### src/rtl/sfx_pkg.sv
// Shared types and lookup tables for the Breakout sound-effect sequencer.
// Notes, effects and their fixed melodies live here so the FSM stays table-driven.
package sfx_pkg;

  localparam int CNT_W  = 23;
  localparam int STEP_W = 12;
  localparam int ADDR_W = 5;

  typedef enum logic [1:0] {
    ST_IDLE = 2'd0,
    ST_LOAD = 2'd1,
    ST_PLAY = 2'd2,
    ST_GAP  = 2'd3
  } state_t;

  typedef enum logic [2:0] {
    NOTE_REST = 3'd0,
    NOTE_DO   = 3'd1,
    NOTE_RE   = 3'd2,
    NOTE_MI   = 3'd3,
    NOTE_SOL  = 3'd4
  } note_t;

  // Effect index doubles as its priority: a larger value wins.
  typedef enum logic [1:0] {
    FX_WALL   = 2'd0,
    FX_PADDLE = 2'd1,
    FX_BRICK  = 2'd2,
    FX_LOSE   = 2'd3
  } effect_t;

  // Clock cycles per sine-ROM step, minus one.
  function automatic logic [STEP_W-1:0] note_step(input note_t n);
    logic [STEP_W-1:0] s;
    case (n)
      NOTE_DO:  s = 12'd2986;
      NOTE_RE:  s = 12'd2660;
      NOTE_MI:  s = 12'd2369;
      NOTE_SOL: s = 12'd1993;
      default:  s = 12'd0;
    endcase
    return s;
  endfunction

  function automatic logic [2:0] effect_len(input effect_t e);
    logic [2:0] l;
    case (e)
      FX_WALL:   l = 3'd1;
      FX_PADDLE: l = 3'd2;
      FX_BRICK:  l = 3'd2;
      default:   l = 3'd4;
    endcase
    return l;
  endfunction

  function automatic note_t effect_note(input effect_t e, input logic [1:0] idx);
    note_t n;
    n = NOTE_REST;
    case (e)
      FX_WALL:   n = NOTE_SOL;
      FX_PADDLE: n = idx[0] ? NOTE_MI  : NOTE_DO;
      FX_BRICK:  n = idx[0] ? NOTE_SOL : NOTE_MI;
      FX_LOSE: begin
        case (idx)
          2'd0:    n = NOTE_SOL;
          2'd1:    n = NOTE_MI;
          2'd2:    n = NOTE_RE;
          default: n = NOTE_DO;
        endcase
      end
      default:   n = NOTE_REST;
    endcase
    return n;
  endfunction

  function automatic effect_t pick_effect(input logic [3:0] p);
    effect_t e;
    if (p[3])      e = FX_LOSE;
    else if (p[2]) e = FX_BRICK;
    else if (p[1]) e = FX_PADDLE;
    else           e = FX_WALL;
    return e;
  endfunction

endpackage

### src/rtl/sfx_tone_stepper.sv
// Pitch generator: walks the sine-ROM address once every (step_i + 1) enabled cycles.
// clear_i zeroes both counter and address; while disabled the address holds and the phase counter rests at 0.
module sfx_tone_stepper
  import sfx_pkg::*;
(
  input  logic              clk_i,
  input  logic              rst_i,
  input  logic              clear_i,
  input  logic              enable_i,
  input  logic [STEP_W-1:0] step_i,
  output logic [ADDR_W-1:0] rom_addr_o
);

  logic [CNT_W-1:0]  tone_q, tone_d;
  logic [ADDR_W-1:0] addr_q, addr_d;

  always_comb begin
    tone_d = tone_q;
    addr_d = addr_q;
    if (clear_i) begin
      tone_d = '0;
      addr_d = '0;
    end else if (!enable_i) begin
      tone_d = '0;
    end else if (tone_q == {{(CNT_W-STEP_W){1'b0}}, step_i}) begin
      tone_d = '0;
      addr_d = addr_q + 5'd1;
    end else begin
      tone_d = tone_q + 23'd1;
    end
  end

  always_ff @(posedge clk_i) begin
    if (rst_i) begin
      tone_q <= '0;
      addr_q <= '0;
    end else begin
      tone_q <= tone_d;
      addr_q <= addr_d;
    end
  end

  assign rom_addr_o = addr_q;

endmodule

### src/rtl/sfx_sequencer.sv
// Sound-effect sequencer: latches event pulses, arbitrates by priority and plays each
// effect as a fixed note melody with silent gaps, driving the sine-ROM address and audio enable.
module sfx_sequencer
  import sfx_pkg::*;
#(
  parameter int unsigned NOTE_TICKS = 5_000_000,
  parameter int unsigned GAP_TICKS  = 500_000
) (
  input  logic        clk,
  input  logic        reset,
  // One-cycle pulses; any bit seen is remembered until its effect is loaded. No back-pressure.
  input  logic [3:0]  req,
  output logic [4:0]  rom_addr,
  output logic        audio_en,
  output logic        busy,
  output logic [1:0]  effect_id,
  output logic [2:0]  note,
  output state_t      dbg_state
);

  localparam logic [CNT_W-1:0] NOTE_LAST = CNT_W'(NOTE_TICKS - 1);
  localparam logic [CNT_W-1:0] GAP_LAST  = CNT_W'(GAP_TICKS - 1);

  state_t           state_q, state_d;
  logic [3:0]       pending_q, pending_d;
  effect_t          effect_q, effect_d;
  logic [1:0]       idx_q, idx_d;
  logic [CNT_W-1:0] dur_q, dur_d;

  logic [3:0]       pend_all;
  effect_t          sel;
  logic             preempt;
  logic             last_note;
  note_t            note_cur;
  logic             stp_clear;
  logic             stp_en;

  always_comb begin
    pend_all  = pending_q | req;
    sel       = pick_effect(pend_all);
    // Any request at or above the playing effect's priority takes over.
    preempt   = (pend_all >> effect_q) != 4'd0;
    last_note = ({1'b0, idx_q} == (effect_len(effect_q) - 3'd1));
    note_cur  = effect_note(effect_q, idx_q);
  end

  always_comb begin
    state_d   = state_q;
    pending_d = pend_all;
    effect_d  = effect_q;
    idx_d     = idx_q;
    dur_d     = dur_q;
    stp_clear = 1'b0;
    stp_en    = 1'b0;
    case (state_q)
      ST_IDLE: begin
        if (pend_all != 4'd0) state_d = ST_LOAD;
      end
      ST_LOAD: begin
        effect_d  = sel;
        pending_d = pend_all & ~(4'b0001 << sel);
        idx_d     = 2'd0;
        dur_d     = '0;
        stp_clear = 1'b1;
        state_d   = ST_PLAY;
      end
      ST_PLAY: begin
        stp_en = 1'b1;
        if (preempt) begin
          state_d = ST_LOAD;
        end else if (dur_q == NOTE_LAST) begin
          dur_d = '0;
          if (!last_note)               state_d = ST_GAP;
          else if (pend_all != 4'd0)    state_d = ST_LOAD;
          else                          state_d = ST_IDLE;
        end else begin
          dur_d = dur_q + 23'd1;
        end
      end
      ST_GAP: begin
        if (preempt) begin
          state_d = ST_LOAD;
        end else if (dur_q == GAP_LAST) begin
          dur_d   = '0;
          idx_d   = idx_q + 2'd1;
          state_d = ST_PLAY;
        end else begin
          dur_d = dur_q + 23'd1;
        end
      end
      default: state_d = ST_IDLE;
    endcase
  end

  always_ff @(posedge clk) begin
    if (reset) begin
      state_q   <= ST_IDLE;
      pending_q <= '0;
      effect_q  <= FX_WALL;
      idx_q     <= '0;
      dur_q     <= '0;
    end else begin
      state_q   <= state_d;
      pending_q <= pending_d;
      effect_q  <= effect_d;
      idx_q     <= idx_d;
      dur_q     <= dur_d;
    end
  end

  sfx_tone_stepper u_stepper (
    .clk_i      (clk),
    .rst_i      (reset),
    .clear_i    (stp_clear),
    .enable_i   (stp_en),
    .step_i     (note_step(note_cur)),
    .rom_addr_o (rom_addr)
  );

  // During LOAD the arbiter's choice is shown so effect_id is valid for every busy cycle.
  always_comb begin
    audio_en  = (state_q == ST_PLAY);
    busy      = (state_q != ST_IDLE);
    note      = audio_en ? note_cur : NOTE_REST;
    effect_id = (state_q == ST_LOAD) ? sel : effect_q;
    dbg_state = state_q;
  end

endmodule
### config.mk
export PLATFORM = sky130hd
export DESIGN_NAME = sfx_sequencer
export DESIGN_NICKNAME = d
export VERILOG_FILES = /design/src/rtl/sfx_pkg.sv /design/src/rtl/sfx_tone_stepper.sv /design/src/rtl/sfx_sequencer.sv
export SDC_FILE = /design/constraint.sdc
export NUM_CORES = 1
export LEC_CHECK = 0
export ABC_CLOCK_PERIOD_IN_PS = 4200
export CAP_MARGIN = 0
export CELL_PAD_IN_SITES_DETAIL_PLACEMENT = 0
export CELL_PAD_IN_SITES_GLOBAL_PLACEMENT = 1
export CORE_ASPECT_RATIO = 0.8
export CORE_MARGIN = 2
export CORE_UTILIZATION = 44
export CTS_CLUSTER_DIAMETER = 150
export DETAILED_ROUTE_END_ITERATION = 8
export PLACE_DENSITY_LB_ADDON = 0.3
export SETUP_SLACK_MARGIN = 0.5
export SKIP_CTS_REPAIR_TIMING = 1
export SLEW_MARGIN = 20
export SYNTH_ARGS = -nofsm -noshare
export SYNTH_HDL_FRONTEND = slang
export SYNTH_SLANG_ARGS = --single-unit
export TNS_END_PERCENT = 5
### constraint.sdc
create_clock -name clk -period 4.2 [get_ports clk]
set_input_delay 0.84 -clock clk [delete_from_list [all_inputs] [get_ports clk]]
set_output_delay 0.84 -clock clk [all_outputs]
set_load 0.01 [all_outputs]
==> results.json <==
{
  "slew_headroom_pct": 49.5,
  "h-tree-depth": 3,
  "yosysTopAreaCell": "dfxtp_1",
  "coreArea_um2": 7840,
  "root_buffer": "clkbuf_8",
  "dominantRegCellSynth": "dfxtp_1",
  "slowest_delay_ns": 0.51,
  "syn_to_final_growth_pct": 12.0,
  "drive_above_1_share_pct": 8.06,
  "p_per_area_nw_per_um2": 334,
  "multi_input_area_um2": 2150,
  "critical_path.max_fanout": 9,
  "fin_cells": 567,
  "routed-via-count": 3147,
  "drc_errors": 0,
  "synthesis.nets": 455,
  "cts_tree": "done",
  "fin_crit_ns": 3.33,
  "vdd_drop_max_v": 0.000140,
  "yosysSeqAreaShare_pct": 34.7,
  "crit_path_end_kind": "register",
  "met2WireLength_mm": 3.25,
  "grt_pass1_wl_mm": 13.9,
  "ys.warnings.count": 0,
  "overflow": 0,
  "cp.required_ns": 4.46,
  "dp_hpwl_mm": 5.82,
  "port_buffers": 19,
  "fin_crit_sh_pct": 79.3,
  "antenna_left": 0,
  "rsz0062_at_grt": "false",
  "synthMostInstantiatedCell": "nor2_1",
  "dieArea_um2": 8740,
  "vias_per_cell": 5.55,
  "worst_pin_slew_ns": 0.756,
  "maxSlewViolCount": 0,
  "synth_common_cells": "72 x nor2_1, 61 x dfxtp_1, 31 x nand2_1",
  "top_layer_used": "met4",
  "arrival_ns": 3.59,
  "hold_violations": 0,
  "crit_slowest_cell": "dfxtp_1",
  "start_util_pct": 44.9,
  "cts_sinks": 61,
  "die_h_um": 84.0,
  "p_leak_nw": 1.26,
  "antenna_found_initial": 0,
  "fp-row-count": 29,
  "clk_latency_ns": 0.32,
  "syn-cell-area_um2": 3520,
  "synth_edf_count": 0,
  "syn_inst": 443,
  "wl_mm": 8.07,
  "crit_chain": "inv_1 -> ha_1 -> or3_1 -> a21o_1 -> a2111o_1 -> a32o_1 -> or4_4 -> or4_1 -> a21oi_1",
  "yosys_register_bits": 61,
  "gp_congestion": 0.865,
  "hold_class": "reg2reg",
  "clk_path_buf_depth": 2,
  "fmax_mhz": 300,
  "wl_met3_um": 471,
  "nFillCells": 787,
  "grt_max_degree": 25,
  "cts.clk_slew.worst_paths_ns": 0.06,
  "cap_violations": 0,
  "grt_pass1_vias": 2819,
  "avgSynthCellArea_um2": 7.95,
  "hold_ws_ns": 0.489,
  "dp.cells": 553,
  "start_kind": "register",
  "antenna_cells": 0,
  "drtIter0Drc": 208,
  "async_reset_ff_share_pct": 0,
  "die_w_um": 104,
  "netlist_top_cells_area": "dfxtp_1 35%, nor2_1 7.7%, xor2_1 4.7%, a21oi_1 3.7%, o21ai_0 3.6%",
  "wl_met1_mm": 4.30,
  "first_pass_iters": 5,
  "synth_top_cell_area_share_pct": 34.7,
  "crit_type": "reg2reg",
  "yosysUniqueCellTypes": 64,
  "finalNetCount": 468,
  "setup_viol": 0,
  "grt_usage_pct": 19.4,
  "numCtsBuffers": 9,
  "status": "completed",
  "utilization_pct": 50.3,
  "setup-tns-final_ns": 0,
  "num_io_pins": 20,
  "skew_ns": 0.00451,
  "critPathTopFamily": "simple AND/OR/NAND/NOR gates",
  "seq_area_um2": 1220,
  "routedWlPerCell_um": 14.2,
  "path_buf_inv": 1
}
state kept, by name (all words and copies together), names as in the netlist:
signal and flops:
dbg_state 2, dur_q 23, effect_q 2, idx_q 2, pending_q 4, u_stepper.rom_addr_o 5
u_stepper.tone_q 23
layout make-up:
cell class / count / share of cell area, %
timing repair buffer: 23 / 5.58
tap: 108 / 3.43
clock inverter: 2 / 0.888
multi-input combinational: 350 / 54.4
clock buffer: 12 / 3.68
inverter: 11 / 1.05
sequential: 61 / 31.0
per-layer routing:
metal  vias up  GRT usage [%]
met4         0           4.18
met1      1437           29.0
li1       1625              -
met2        80           27.6
met3         5           5.07
met5         -              0
report_power, final:
group          leakage, nW  internal, mW  total [mW]  switching [mW]
combinational        0.672        0.0902       0.214           0.124
clock               0.0923         0.283       0.491           0.208
sequential           0.493         0.589       0.613          0.0242
worst reg2reg max path, stage by stage, from the launching register on:
cell and delay, ns:
dfxtp_1 0.51, inv_1 0.12, ha_1 0.28, or3_1 0.37, a21o_1 0.22, a2111o_1 0.43, a32o_1 0.26, or4_4 0.46
or4_1 0.48, a21oi_1 0.14
worst paths after layout:
| path | startpoint | end | slack, ns | depth (start not counted) |
|---|---|---|---|---|
| worst max register to register | idx_q[0] | u_stepper.rom_addr_o[3] | 0.87 | 9 |
| worst min-delay path | u_stepper.rom_addr_o[4] | u_stepper.rom_addr_o[4] | 0.49 | 2 |
| worst min register to register | u_stepper.rom_addr_o[4] | u_stepper.rom_addr_o[4] | 0.49 | 2 |
| worst max-delay path | idx_q[0] | u_stepper.rom_addr_o[3] | 0.87 | 9 |
cells in the final DEF, fill, tap and decap left out, types with 6 or more instances in the layout:
cell	netlist	routed
nand4_1	9	9
nor2_1	72	72
and3_1	10	10
nand2b_1	6	6
dfxtp_1	61	61
o21ai_0	25	25
a31oi_1	7	7
a21oi_1	26	26
nand2_1	31	31
ha_1	6	6
xnor2_1	12	12
xor2_1	19	19
nor4_1	12	12
nand3_1	22	22
clkbuf_8	0	10
inv_1	11	11
nor2b_1	7	7
or4_1	8	8
nor3_1	7	7
clkdlybuf4s50_1	0	19
or3_1	12	12
logic make-up after synthesis:
kind of cell / synth area share, %
simple gates: 33.4
flops: 34.7
xor+xnor: 7.71
fa+ha+maj: 2.13
compound gates: 17.6
buf+inv: 4.55
per-stage QoR:
step	total power [mW]	instance area, µm²	worst slack [ns]
after CTS	1.33	3950	0.903
after global placement	0.835	3760	0.714
final	1.32	3950	0.870
after global routing	1.39	3950	0.638
after detailed placement	0.837	3760	0.664
after floorplan	0.777	3520	1.17
No activity file was read; power rests on OpenSTA's default activity.
